## src/rtl/uart_rx_simple.sv

```systemverilog
// uart_rx_simple: 8N1 UART receiver with runtime-selectable bit divider and framing-error detection
module uart_rx_simple #(
    parameter int CLK_FREQ = 50_000_000,
    parameter int BAUD     = 115200
) (
    input  logic        clk,
    input  logic        reset,
    input  logic        rx,
    input  logic [31:0] baud_div_i,
    output logic [7:0]  data_out,
    output logic        data_valid,
    output logic        frame_err,
    output logic        busy
);
    localparam logic [31:0] P_DIV = 32'((CLK_FREQ + BAUD / 2) / BAUD);
    typedef enum logic [2:0] {IDLE, START, DATA, STOP, WAIT_HIGH} state_t;
    state_t      state_q, state_d;
    logic [31:0] div_q, cnt_q, cnt_d;
    logic [2:0]  bit_idx_q, bit_idx_d;
    logic [7:0]  shift_q, shift_d, data_q, data_d;
    logic        valid_q, valid_d, err_q, err_d;
    logic        rx_s1_q, rx_s2_q;
    logic [31:0] half_m1;
    logic        bit_end;
    assign half_m1 = (div_q >> 1) - 32'd1;
    assign bit_end = cnt_q >= div_q - 32'd1;
    // Registers: divider reload, rx synchronizer, FSM state and datapath
    always_ff @(posedge clk) begin
        if (reset) begin
            div_q     <= P_DIV;
            rx_s1_q   <= 1'b1;
            rx_s2_q   <= 1'b1;
            state_q   <= IDLE;
            cnt_q     <= '0;
            bit_idx_q <= '0;
            shift_q   <= '0;
            data_q    <= '0;
            valid_q   <= 1'b0;
            err_q     <= 1'b0;
        end else begin
            div_q     <= baud_div_i != 32'd0 ? baud_div_i : P_DIV;
            rx_s1_q   <= rx;
            rx_s2_q   <= rx_s1_q;
            state_q   <= state_d;
            cnt_q     <= cnt_d;
            bit_idx_q <= bit_idx_d;
            shift_q   <= shift_d;
            data_q    <= data_d;
            valid_q   <= valid_d;
            err_q     <= err_d;
        end
    end
    // Next-state logic: mid-bit sampling with >= compares so a shrinking divider cannot strand the counter
    always_comb begin
        state_d   = state_q;
        cnt_d     = cnt_q;
        bit_idx_d = bit_idx_q;
        shift_d   = shift_q;
        data_d    = data_q;
        valid_d   = 1'b0;
        err_d     = 1'b0;
        case (state_q)
            IDLE: begin
                cnt_d     = '0;
                bit_idx_d = '0;
                state_d   = rx_s2_q ? IDLE : START;
            end
            START: begin
                if (cnt_q >= half_m1) begin
                    cnt_d     = '0;
                    bit_idx_d = '0;
                    state_d   = rx_s2_q ? IDLE : DATA;
                end else begin
                    cnt_d = cnt_q + 32'd1;
                end
            end
            DATA: begin
                if (bit_end) begin
                    cnt_d     = '0;
                    shift_d   = {rx_s2_q, shift_q[7:1]};
                    bit_idx_d = bit_idx_q + 3'd1;
                    state_d   = bit_idx_q == 3'd7 ? STOP : DATA;
                end else begin
                    cnt_d = cnt_q + 32'd1;
                end
            end
            STOP: begin
                if (bit_end) begin
                    cnt_d   = '0;
                    data_d  = rx_s2_q ? shift_q : data_q;
                    valid_d = rx_s2_q;
                    err_d   = !rx_s2_q;
                    state_d = rx_s2_q ? IDLE : WAIT_HIGH;
                end else begin
                    cnt_d = cnt_q + 32'd1;
                end
            end
            WAIT_HIGH: state_d = rx_s2_q ? IDLE : WAIT_HIGH;
            default:   state_d = IDLE;
        endcase
    end
    assign data_out   = data_q;
    assign data_valid = valid_q;
    assign frame_err  = err_q;
    assign busy       = state_q != IDLE;
endmodule

```

## config.mk

```make
export PLATFORM = sky130hd
export DESIGN_NAME = uart_rx_simple
export DESIGN_NICKNAME = d
export VERILOG_FILES = /design/src/rtl/uart_rx_simple.sv
export SDC_FILE = /design/constraint.sdc
export NUM_CORES = 1
export LEC_CHECK = 0
export CAP_MARGIN = 20
export CORE_MARGIN = 5
export CORE_UTILIZATION = 35
export CTS_CLUSTER_DIAMETER = 40
export DETAILED_ROUTE_END_ITERATION = 12
export GPL_ROUTABILITY_DRIVEN = 0
export HOLD_SLACK_MARGIN = 0.1
export MAX_ROUTING_LAYER = met4
export PLACE_DENSITY = 0.55
export SYNTH_ARGS = -nofsm -noshare
export SYNTH_HDL_FRONTEND = slang
export SYNTH_SLANG_ARGS = --single-unit
```

## constraint.sdc

```tcl
create_clock -name clk -period 5.3 [get_ports clk]
set_input_delay 1.06 -clock clk [delete_from_list [all_inputs] [get_ports clk]]
set_output_delay 1.06 -clock clk [all_outputs]
set_load 0.02 [all_outputs]
```

== Word level (Yosys, flattened, before mapping) ==
Index checks and enable logic that the tools add are counted.
Word-level totals
  bits in registers: 90
  bits of input ports: 35
  output and inout bits: 11
  word-level logic and storage cells: 54
Operators by class
  add/subtract/negate cells: 4
  order comparisons: 2
  equal/unequal tests: 8
  mux-type cells: 14
  bitwise logic cells: 3
  reduce and logical (&&, ||, !) cells: 13
Operator list (count)
  32-bit one-hot mux with 3 select lines: 1
  32-bit greater-or-equal comparator: 2
  32-bit two-way mux: 2
  32-bit by 1-bit adder with 32-bit output, second input constant: 1
  32-bit nonzero test: 1
  31-bit by 1-bit subtractor with 32-bit output, second input constant: 1
  32-bit by 1-bit subtractor with 32-bit output, second input constant: 1
  3-bit two-way mux: 6
  3-bit one-hot mux with 5 select lines: 1
  3-bit one-hot mux with 3 select lines: 1
  3-bit AND reduction: 3
  3-bit nonzero test: 3
  3-bit by 2-bit == test with 1-bit output, second input constant: 2
  3-bit == test, second input constant: 2
  2-bit inequality test, second input constant: 3
  2-bit OR reduction: 2
  3-bit by 1-bit adder with 3-bit output, second input constant: 1
  3-bit by 1-bit == test with 1-bit output, second input constant: 1
  3-bit zero test: 1
  1-bit NOT: 3
  3-bit OR reduction: 1
  1-bit two-way mux: 2
  2-bit two-way mux: 1
  2-bit AND reduction: 1
  1-bit zero test: 1

== Longest topological paths before layout ==
  depth after elaboration: 4
  mapped depth: 20
  depth with buffers taken out: 17

== Least setup slack after synthesis ==
No wires, ideal clock.
  path kind: register to register
  from: register div_q[4]
  to: register cnt_q[1]
  library setup time: 0.117 ns
  arrival time: 4.298 ns
  data required time: 5.183 ns
  path slack: 0.886 ns
  cell stages (with the launch flop): 19
  path buffers: 4
  clock period less this slack: 4.414 ns
  cell sequence: dfxtp_1 > buf_4 > or3_4 > or3_4 > or2_1 > buf_6 > or3_4 > nor3_4 > nand3_1 > xor2_1 > ha_1 > nand4_1 > nor4_1 > nand4_1 > o22ai_1 > o32ai_1 > clkbuf_1 > clkbuf_1 > a22o_1
Between the ends
  cells in the longest elaborated chain, start to end: 4
  elaborated cells between the ends (all ways): 7
  those cells by class: 2 x add/sub; 2 x order compare; 3 x mux
RTL lines
  from (decl): RTL line 18  | logic [31:0] div_q, cnt_q, cnt_d;
  from (signal assigned): RTL line 41  | div_q <= baud_div_i != 32'd0 ? baud_div_i : P_DIV;
  32-bit by 1-bit subtractor with 32-bit output / 31-bit by 1-bit subtractor with 32-bit output (equally long branches): RTL line 26, 25
  32-bit greater-or-equal comparator (on tied branches): RTL line 26, 69
  32-bit two-way mux (on tied branches): RTL line 78, 88, 69
  32-bit one-hot mux with 3 select lines *: RTL line 62  | case (state_q)
  to (signal assigned): RTL line 45  | cnt_q <= cnt_d;
  to (decl): RTL line 18
Mark *: on every way between the ends. The rest lies on a longest branch, timed or not.
A chain may end at the register's enable or synchronous reset.

== Worst setup path after layout ==
  from: register div_q[5]
  to: register state_q[2]
Between the ends
  cells in the longest elaborated chain, start to end: 4
  elaborated cells between the ends (all ways): 8
  those cells by class: 2 x add/sub; 2 x order compare; 3 x eq/ne; 1 x reduce/logical
RTL lines
  32-bit by 1-bit subtractor with 32-bit output / 31-bit by 1-bit subtractor with 32-bit output (equally long branches): RTL line 26, 25
  32-bit greater-or-equal comparator (on tied branches): RTL line 26, 69
  2-bit inequality test (no line)
  3-bit AND reduction (no line) *
  to (signal assigned): RTL line 44  | state_q <= state_d;
  to (decl): RTL line 17  | state_t state_q, state_d;
Marks and branches as above.

==> results.py <==
metrics = {
    "status": {
        "status": "finished clean",
    },
    "sta": {
        "fin_worst_skew_ns": 0.00670,
        "setup_ws_ns": 0.511,
        "fin_tns_setup_ns": 0,
        "drv_slew": 0,
        "grt_setup_unrepaired": "no",
        "final.period_utilization": 0.904,
        "max_freq_ghz": 0.209,
        "worst_slew_pin_slew_ns": 0.752,
        "setup_viol": 0,
        "fin_crit_ns": 4.79,
        "hold_viol": 0,
        "slew_headroom": 0.498,
    },
    "floorplan": {
        "die_width_um": 141,
        "initial_utilization": 0.353,
        "core_mm2": 0.0171,
        "rows": 48,
        "pin_count": 46,
        "die_area_mm2": 0.0199,
        "die_y_um": 141,
    },
    "placement": {
        "dp_cells": 984,
        "dp_hpwl_um": 12800,
        "portBuffers": 45,
        "place_ws_ns": 0.535,
    },
    "hold_path": {
        "hold_class": "reg2reg",
    },
    "finish": {
        "multi_input_area_mm2": 0.00403,
        "num_antenna_cells": 0,
        "fin_nets": 875,
        "fill_cells": 1737,
        "drive_gt1_frac": 0.0529,
        "seq_area_mm2": 0.00180,
        "stdcell_count": 1000,
        "post-route-util": 0.411,
        "area_growth_pct": 16.7,
    },
    "power_and_ir_drop": {
        "power.total_uw": 1580,
        "vdd_drop_max_v": 0.000130,
        "internal-power_uw": 1190,
        "p_comb_frac": 0.099,
        "power_leakage_uw": 0.00265,
        "seqPwrFrac": 0.452,
        "switching_power_uw": 395,
        "clkPwrFrac": 0.448,
        "power_density_mw_per_mm2": 226,
        "sw_frac_of_total": 0.249,
    },
    "worst_setup_path": {
        "cp.arrival_ns": 5.02,
        "cp_cell_sequence": "or4_1, nor4b_2, nand2_1, nor4_2, and2_1, nand4_1, xor2_1, ha_1, nand4_1, nor4_1, nand4_1, o22ai_1, buf_4, o21ai_0, nand2b_1, a2111oi_0",
        "crit_path_end_kind": "flip-flop",
        "path_max_fanout": 6,
        "required_ns": 5.53,
        "cp-start-kind": "flip-flop",
        "slowest_delay_ns": 0.65,
        "crit_buf_inv": 1,
        "crit_family": "simple AND/OR/NAND/NOR gates",
        "criticalPathCategory": "reg2reg",
        "crit_top_cell": "nand4_1",
        "slowest_stage": "or4_1",
    },
    "synthesis": {
        "seq_area_frac_synth": 0.300,
        "synth_edf_count": 0,
        "syn_inst": 735,
        "synth-async-reset-ratio": 0,
        "synth_top_flop_cell": "dfxtp_1",
        "syn_area_mm2": 0.00601,
        "ys_types": 58,
        "synth-seq-cells": 90,
        "yosys_warnings": 0,
        "netlist_top_cells_count": "dfxtp_1 (90), nand2_1 (82), ha_1 (70), nor2_1 (70), a21oi_1 (43)",
        "synth.avg_cell_area_um2": 8.18,
        "synth.largest_area_cell": "dfxtp_1",
        "yosys.cell_count.top_type": "dfxtp_1",
        "synth_top_cell_area_share": 0.300,
        "synth_fp_nets": 840,
        "ys_top_cells_by_area": "dfxtp_1 (30%), ha_1 (15%), nand2_1 (5.1%)",
    },
    "clock_network": {
        "cts.repair.resized": 0,
        "cts_tree": "yes",
        "clk_pin_slew_ns": 0.07,
        "cts_hold_buf": 0,
        "numCtsBuffers": 9,
        "cts_htree_levels": 3,
        "clock_sinks": 90,
        "cts_root_buffer": "clkbuf_16",
        "max-clock-path-buffers": 2,
        "post_cts_buffers": 0,
        "clock_latency_ns": 0.35,
    },
    "grt": {
        "grtUsageTotal": 0.167,
        "grt-ovfl-total": 0,
        "antenna_found_initial": 0,
        "grt_pass1_wl_um": 26300,
        "grt_max_degree": 35,
        "grt_pass1_vias": 5239,
    },
    "drt": {
        "postRouteAntennaNets": 0,
        "post_drt_wl_per_cell_um": 15.9,
        "drcViolationCount": 0,
        "avgViaCountPerCell": 5.35,
        "first_iter_violations": 372,
        "drt-total-wl_um": 15900,
        "drtPass1Iterations": 5,
        "vias": 5349,
    },
    "job": {
        "maxCapViolCount": 0,
    },
}
## per-stage QoR
| step | hold WS, ns | instance area [µm²] |
|---|---|---|
| 6_report | 0.412 | 7020 |
| 5_1_grt | 0.426 | 7020 |
| 4_1_cts | 0.415 | 7020 |
| 3_3_place_gp | 0.399 | 6690 |
| 3_5_place_dp | 0.399 | 6690 |
| 2_1_floorplan | 0.389 | 6010 |
## sequential cells by signal, indices dropped and copies added, names as in the netlist
name and count:
data_out 8, div_q 32, data_valid 1, cnt_q 32, rx_s1_q 1, state_q 3
bit_idx_q 3, frame_err 1, rx_s2_q 1, shift_q 8
## power by group through the flow
| stage | Combinational (µW) | Clock [µW] | Sequential [µW] |
|---|---|---|---|
| after global placement | 154 | 0 | 731 |
| after floorplan | 104 | 0 | 720 |
| after detailed placement | 157 | 0 | 731 |
| after global routing | 177 | 758 | 718 |
| after CTS | 158 | 725 | 716 |
| final | 157 | 710 | 716 |
## logic make-up (layout without fill, tap and decap cells)
kind of cell,count (synthesis),after routing,share of synthesized area
compound gates,129,129,0.131
xor+xnor,60,60,0.0874
fa+ha+maj,70,70,0.146
buf+inv,47,87,0.0343
flops,90,90,0.300
mux,16,16,0.0266
simple gates,323,323,0.276
## worst paths after layout
| path | startpoint | depth (start not counted) | end | slack (ns) |
|---|---|---|---|---|
| worst max-delay path | div_q[5] | 16 | state_q[2] | 0.51 |
| worst min-delay path | rx_s1_q | 1 | rx_s2_q | 0.41 |
| worst max register to register | div_q[5] | 16 | state_q[2] | 0.51 |
| worst min register to register | rx_s1_q | 1 | rx_s2_q | 0.41 |
## layer usage
metal | track usage | vias to the layer above | wire length [µm]
met4 | 0.0449 | 0 | 299
met1 | 0.214 | 2470 | 7490
met2 | 0.266 | 131 | 7400
li1 | - | 2723 | -
met3 | 0.0356 | 25 | 734
met5 | - | - | 0
## cells in the final DEF, fill, tap and decap left out, drive strengths merged, types with 4 or more instances in the layout
cell type | netlist | routed
dfxtp | 90 | 90
nand2 | 82 | 82
nor2 | 70 | 70
ha | 70 | 70
clkdlybuf4s50 | 0 | 45
a21oi | 43 | 43
and2 | 32 | 32
xor2 | 31 | 31
xnor2 | 29 | 29
o21ai | 28 | 28
nand4 | 25 | 25
a31oi | 23 | 23
nor4 | 23 | 23
nand3 | 22 | 22
nor3 | 18 | 18
inv | 15 | 18
mux2i | 16 | 16
or3 | 14 | 14
nand2b | 11 | 11
buf | 7 | 10
clkbuf | 24 | 10
or2 | 6 | 6
a211oi | 5 | 5
o2111ai | 5 | 5
o21a | 4 | 4
nor2b | 4 | 4
and4 | 4 | 4
## worst register-to-register path, delay by kind of cell (launching register included)
kind / cells / cell delay (ns)
AO/OA/AOI/OAI: 3 / 0.64
XOR/XNOR: 1 / 0.17
adder cells (fa/ha/maj): 1 / 0.32
buffers and inverters: 1 / 0.18
flip-flops: 1 / 0.37
AND/OR/NAND/NOR: 10 / 2.99
## cell type report
type                            instances  share of cell area
Multi-Input combinational cell        598               0.574
Tap cell                              225              0.0401
Inverter                               16             0.00856
Clock inverter                          6              0.0135
Timing Repair Buffer                   55              0.0749
Sequential cell                        90               0.257
Clock buffer                           10              0.0326
No activity file was read; power rests on OpenSTA's default activity.
==> RTL change 1 (same settings) <==
Reset style: asynchronous (`reset`), changed in one clocked block.
--- a/src/rtl/uart_rx_simple.sv
+++ b/src/rtl/uart_rx_simple.sv
@@ -25,7 +25,7 @@
     assign half_m1 = (div_q >> 1) - 32'd1;
     assign bit_end = cnt_q >= div_q - 32'd1;
     // Registers: divider reload, rx synchronizer, FSM state and datapath
-    always_ff @(posedge clk) begin
+    always_ff @(posedge clk or posedge reset) begin
         if (reset) begin
             div_q     <= P_DIV;
             rx_s1_q   <= 1'b1;
Check against the original RTL: differs if reset is asserted again (counterexample within 4 cycles, from zero or initial values and one cycle with reset high); with reset held inactive, the same outputs for 10 cycles.
==> RTL change 1 against the unedited design <==
Power up 2.0%; cell area up 1.8%; setup slack worse by 0.11 ns; non-clock buffer count up 5; routed wire length down 0.47%; sequential cell count unchanged; combinational power up 45%; synthesized area up 3.1%; critical endpoint is now cnt_q[20]; largest cell class unchanged.
==> RTL change 1: results (changes against the unedited design) <==
* Switching power as a share of total power at 29.1% (was 24.9%)
* Cell depth of the worst min-delay path at 0 (was 1)
* Async SR Flop Fraction at 100% (was 0%)
* DRC errors left at 0 (unchanged)
* Sequential power at 0.000754 W (was 0.000716 W)
* Class of the tightest hold or removal check: reg2reg (unchanged)
* Instance count of the mapped netlist at 673 (was 735)
* Port buffer count at 45 (unchanged)
* Minimum setup slack among reg-to-reg paths at 0.40 ns (was 0.51 ns)
* 1st-pass router iterations at 4 (was 5)
* Final std cell area, no fill at 7140 um^2 (was 7020 um^2)
* Hold path startpoint: rx_s1_q (unchanged)
* Number of distinct library cells after synthesis at 53 (was 58)
* H-Tree Depth at 3 (unchanged)
* Launch point of the worst path: div_q[9] (was div_q[5])
* Max Clock Skew at 0.00883 ns (was 0.00670 ns)
* Actual slew at the worst max-slew pin at 0.780 ns (was 0.752 ns)
* Worst-case hold path end point: rx_s2_q (unchanged)
* Final standard cell count with taps included and fillers excluded at 927 (was 1000)
* Register area share after synthesis at 36.5% (was 30.0%)
* Clock network power at 0.000633 W (was 0.000710 W)
* Worst hold slack across all endpoints at 0.356 ns (was 0.412 ns)
* First-pass GRT wire length at 26600 um (was 26300 um)
* Number of instances in the placed design at 911 (was 984)
* Violation count after the first detailed-route iteration at 554 (was 372)
* Maximum number of pins on one net before global-route repair at 54 (was 35)
* Total wire length after detailed routing at 15800 um (was 15900 um)
* Placed wire-length estimate at 12700 um (was 12800 um)
* Overall global routing resource usage at 16.9% (was 16.7%)
* Reg2reg end: cnt_q[20] (was state_q[2])
* Synthesized netlist net count at 778 (was 840)
* Clock Power Share at 39.2% (was 44.8%)
* Largest cells by area after synthesis: dfrtp_1, ha_1, xnor2_1 (was dfxtp_1, ha_1, nand2_1)
* Final-layout fill cell count at 1655 (was 1737)
* Area of placed instances at 6850 um^2 (was 6690 um^2)
* Final layout net count at 802 (was 875)
* Gates resized, CTS repair at 0 (unchanged)
* Via count of the first global-routing pass at 5173 (was 5239)
* Worst-case vdd ir drop at 147 uV (was 130 uV)
* Synth cell count leaders: dfrtp_1, ha_1, nor2_1, nand2_1, clkbuf_1 (was dfxtp_1, nand2_1, ha_1, nor2_1, a21oi_1)
* Highest net fanout along the worst path at 13 (was 6)
* Result of the run: completed (unchanged)
* Overall via count from detail_route at 5008 (was 5349)
* Leakage dissipation at 3.07 nW (was 2.65 nW)
* Pre-CTS setup slack at 0.230 ns (was 0.535 ns)
* Fraction of layout instances using a drive strength above 1 at 10.5% (was 5.29%)
* Crit path arrival time at 5.19 ns (was 5.02 ns)
RTL change 1: critical path, cell delays in order (launching register included):
cell      delay (ns)
dfrtp_1         0.46
or3_4           0.43
or4_4           0.45
or4_4           0.45
or3_4           0.40
or2_4           0.25
nor4_2          0.16
xnor2_1         0.15
ha_1            0.24
and2_1          0.15
a221o_1         0.29
nand2_1         0.06
nand3_1         0.07
nor3_1          0.66
buf_4           0.32
o22ai_1         0.10
o2bb2a_1        0.22
RTL change 1: worst max-delay path by stage:
stage	end	slack (ns)	cells past startpoint
after floorplan	cnt_q[11]	0.69	17
after global placement	shift_q[6]	0.28	14
after detailed placement	shift_q[4]	0.23	14
after CTS	shift_q[4]	0.22	14
after global routing	bit_idx_q[1]	0.04	14
final	cnt_q[20]	0.40	16
RTL change 1: routing by layer:
layer  wire length [um]  vias to the layer above  part of all wire [%]  global-route usage (%)
li1                   -                     2455                     -                       -
met1               7310                     2421                    46                    22.0
met2               7500                      108                    47                    26.5
met3                686                       24                   4.3                    3.28
met4                357                        0                   2.3                    5.70
met5                  0                        -                     0                       -
RTL change 1: cell type report:
| type | count | share of cell area (%) |
|---|---|---|
| well taps | 225 | 3.94 |
| multi-input cells | 518 | 51.5 |
| flip-flops and latches | 90 | 31.6 |
| clock buffers | 9 | 3.15 |
| clock inverters | 7 | 0.876 |
| repair buffers | 60 | 7.88 |
| inverters | 18 | 0.963 |
RTL change 1: logic make-up (layout without fill, tap and decap cells):
kind of cell / Yosys count / after routing / synth area share, %
multiplexers: 21 / 21 / 3.73
flip-flops: 90 / 90 / 36.5
XOR/XNOR: 69 / 69 / 9.75
AND/OR/NAND/NOR: 249 / 249 / 21.2
AO/OA/AOI/OAI: 109 / 109 / 10.5
buffers and inverters: 65 / 94 / 4.26
adder cells (fa/ha/maj): 70 / 70 / 14.1
==> RTL change 2 (same settings) <==
Made on the original files. `CLK_FREQ`: 50_000_000 -> 37_500_000.
--- a/src/rtl/uart_rx_simple.sv
+++ b/src/rtl/uart_rx_simple.sv
@@ -1,6 +1,6 @@
 // uart_rx_simple: 8N1 UART receiver with runtime-selectable bit divider and framing-error detection
 module uart_rx_simple #(
-    parameter int CLK_FREQ = 50_000_000,
+    parameter int CLK_FREQ = 37_500_000,
     parameter int BAUD     = 115200
 ) (
     input  logic        clk,
Formal check against the unedited RTL: no difference found for any inputs over 10 cycles, from zero or initial values and one cycle with reset high; that may be too few to reach the edited logic, so the function may still have changed.
==> RTL change 2 against the unedited design <==
Synthesized area barely moved; routed wire length up 3.2%; setup slack lost 0.082 ns; cell area hardly changed; power down 4.4%; first-iteration DRC count grew 12%; sequential cell count did not move; die area is essentially flat; largest power group unchanged.
==> RTL change 2: results (changes against the unedited design) <==
* Xor-xnor portion of the synthesized cell area at 8.74% (about the same)
* Overall global routing resource usage at 17.1% (was 16.7%)
* Dominant combinational cell family by area after synthesis: simple AND/OR/NAND/NOR gates (unchanged)
* Clock latency on the worst-skew pair at approximately 0.36 ns
* Pre-CTS setup slack at 0.364 ns (was 0.535 ns)
* Final-layout fill cell count at 1722 (was 1737)
* Reg2reg end: cnt_q[5] (was state_q[2])
* Total wire length after detailed routing at 16400 um (was 15900 um)
* Final critical path time including I/O delays and setup at 4.87 ns (was 4.79 ns)
* Largest stage delay on the critical path at 0.46 ns (was 0.65 ns)
* Switching power as a share of total power at 27.3% (was 24.9%)
* Largest cells by area after synthesis: dfxtp_1, ha_1, nand2_1 (unchanged)
* Worst-case vdd ir drop at 150 uV (was 130 uV)
* Number of instances in the placed design at 984 (unchanged)
* Max-Slew Margin vs Limit at 39.2% (was 49.8%)
* Launch point of the worst path: div_q[5] (unchanged)
* Leakage dissipation at 2.64 nW (was 2.65 nW)
* Met2 wire length at 7620 um (was 7400 um)
* Multiplexer fraction of the synthesized cell area at 2.66% (about the same)
* Max Clock Skew at 0.0125 ns (was 0.00670 ns)
* Final layout net count at 876 (was 875)
* Highest net fanout along the worst path at 16 (was 6)
* Routed wl met3 at 697 um (was 734 um)
* Maximum number of pins on one net before global-route repair at 32 (was 35)
* Met2 Use GR at 27.3% (was 26.6%)
* Syn Area/Cell at 8.19 um^2 (was 8.18 um^2)
* Slowest library cell on the worst path: o32ai_4 (was or4_1)
* Result of the run: completed (unchanged)
* Minimum setup slack among reg-to-reg paths at 0.43 ns (was 0.51 ns)
* Worst hold slack across all endpoints at 0.419 ns (was 0.412 ns)
* Met3 Use GR at 2.44% (was 3.56%)
* Via count of the first global-routing pass at 5422 (was 5239)
* M1 wire length at 7550 um (was 7490 um)
* Compound-Gate Fraction of Synth Area at 13.1% (about the same)
* Synthesized netlist net count at 839 (was 840)
* Fraction of layout instances using a drive strength above 1 at 5.67% (was 5.29%)
* Area share of fa/ha/maj cells after synthesis at 14.6% (about the same)
* First-pass GRT wire length at 26600 um (was 26300 um)
* Synthesis warning total at 0 (unchanged)
* Overall via count from detail_route at 5451 (was 5349)
* Worst-case hold path end point: rx_s2_q (unchanged)
* Violation count after the first detailed-route iteration at 415 (was 372)
* Placed wire-length estimate at 12900 um (was 12800 um)
* Crit path arrival time at 5.14 ns (was 5.02 ns)
* Final standard cell count with taps included and fillers excluded at 1001 (was 1000)
* Global Route met1 Usage at 21.4% (about the same)
* Sequential group share of total power at 47.3% (was 45.2%)
* Start-to-end type of the worst setup path: reg2reg (unchanged)
* Port buffer count at 45 (unchanged)
* Register area share after synthesis at 30.0% (about the same)
[RTL change 2: area by class of cell]
cell class | instances | area, um^2 | share of cell area, %
Multi-Input combinational cell | 599 | 4050 | 57.7
Clock inverter | 7 | 72.6 | 1.03
Timing Repair Buffer | 55 | 526 | 7.49
Tap cell | 225 | 282 | 4.01
Sequential cell | 90 | 1800 | 25.7
Inverter | 16 | 60.1 | 0.856
Clock buffer | 9 | 225 | 3.21
[RTL change 2: timing repair]
| item | in CTS | in global routing |
|---|---|---|
| endpoints found under the setup margin | 0 | 12 |
| resized for setup | 0 | 1 |
| hold buffers | 0 | 0 |
[RTL change 2: through the flow]
step / power [W] / instance area [um^2]
2_1_floorplan: 0.000822 / 6010
3_3_place_gp: 0.000882 / 6690
3_5_place_dp: 0.000885 / 6690
4_1_cts: 0.00153 / 6990
5_1_grt: 0.00158 / 7010
6_report: 0.00151 / 7010
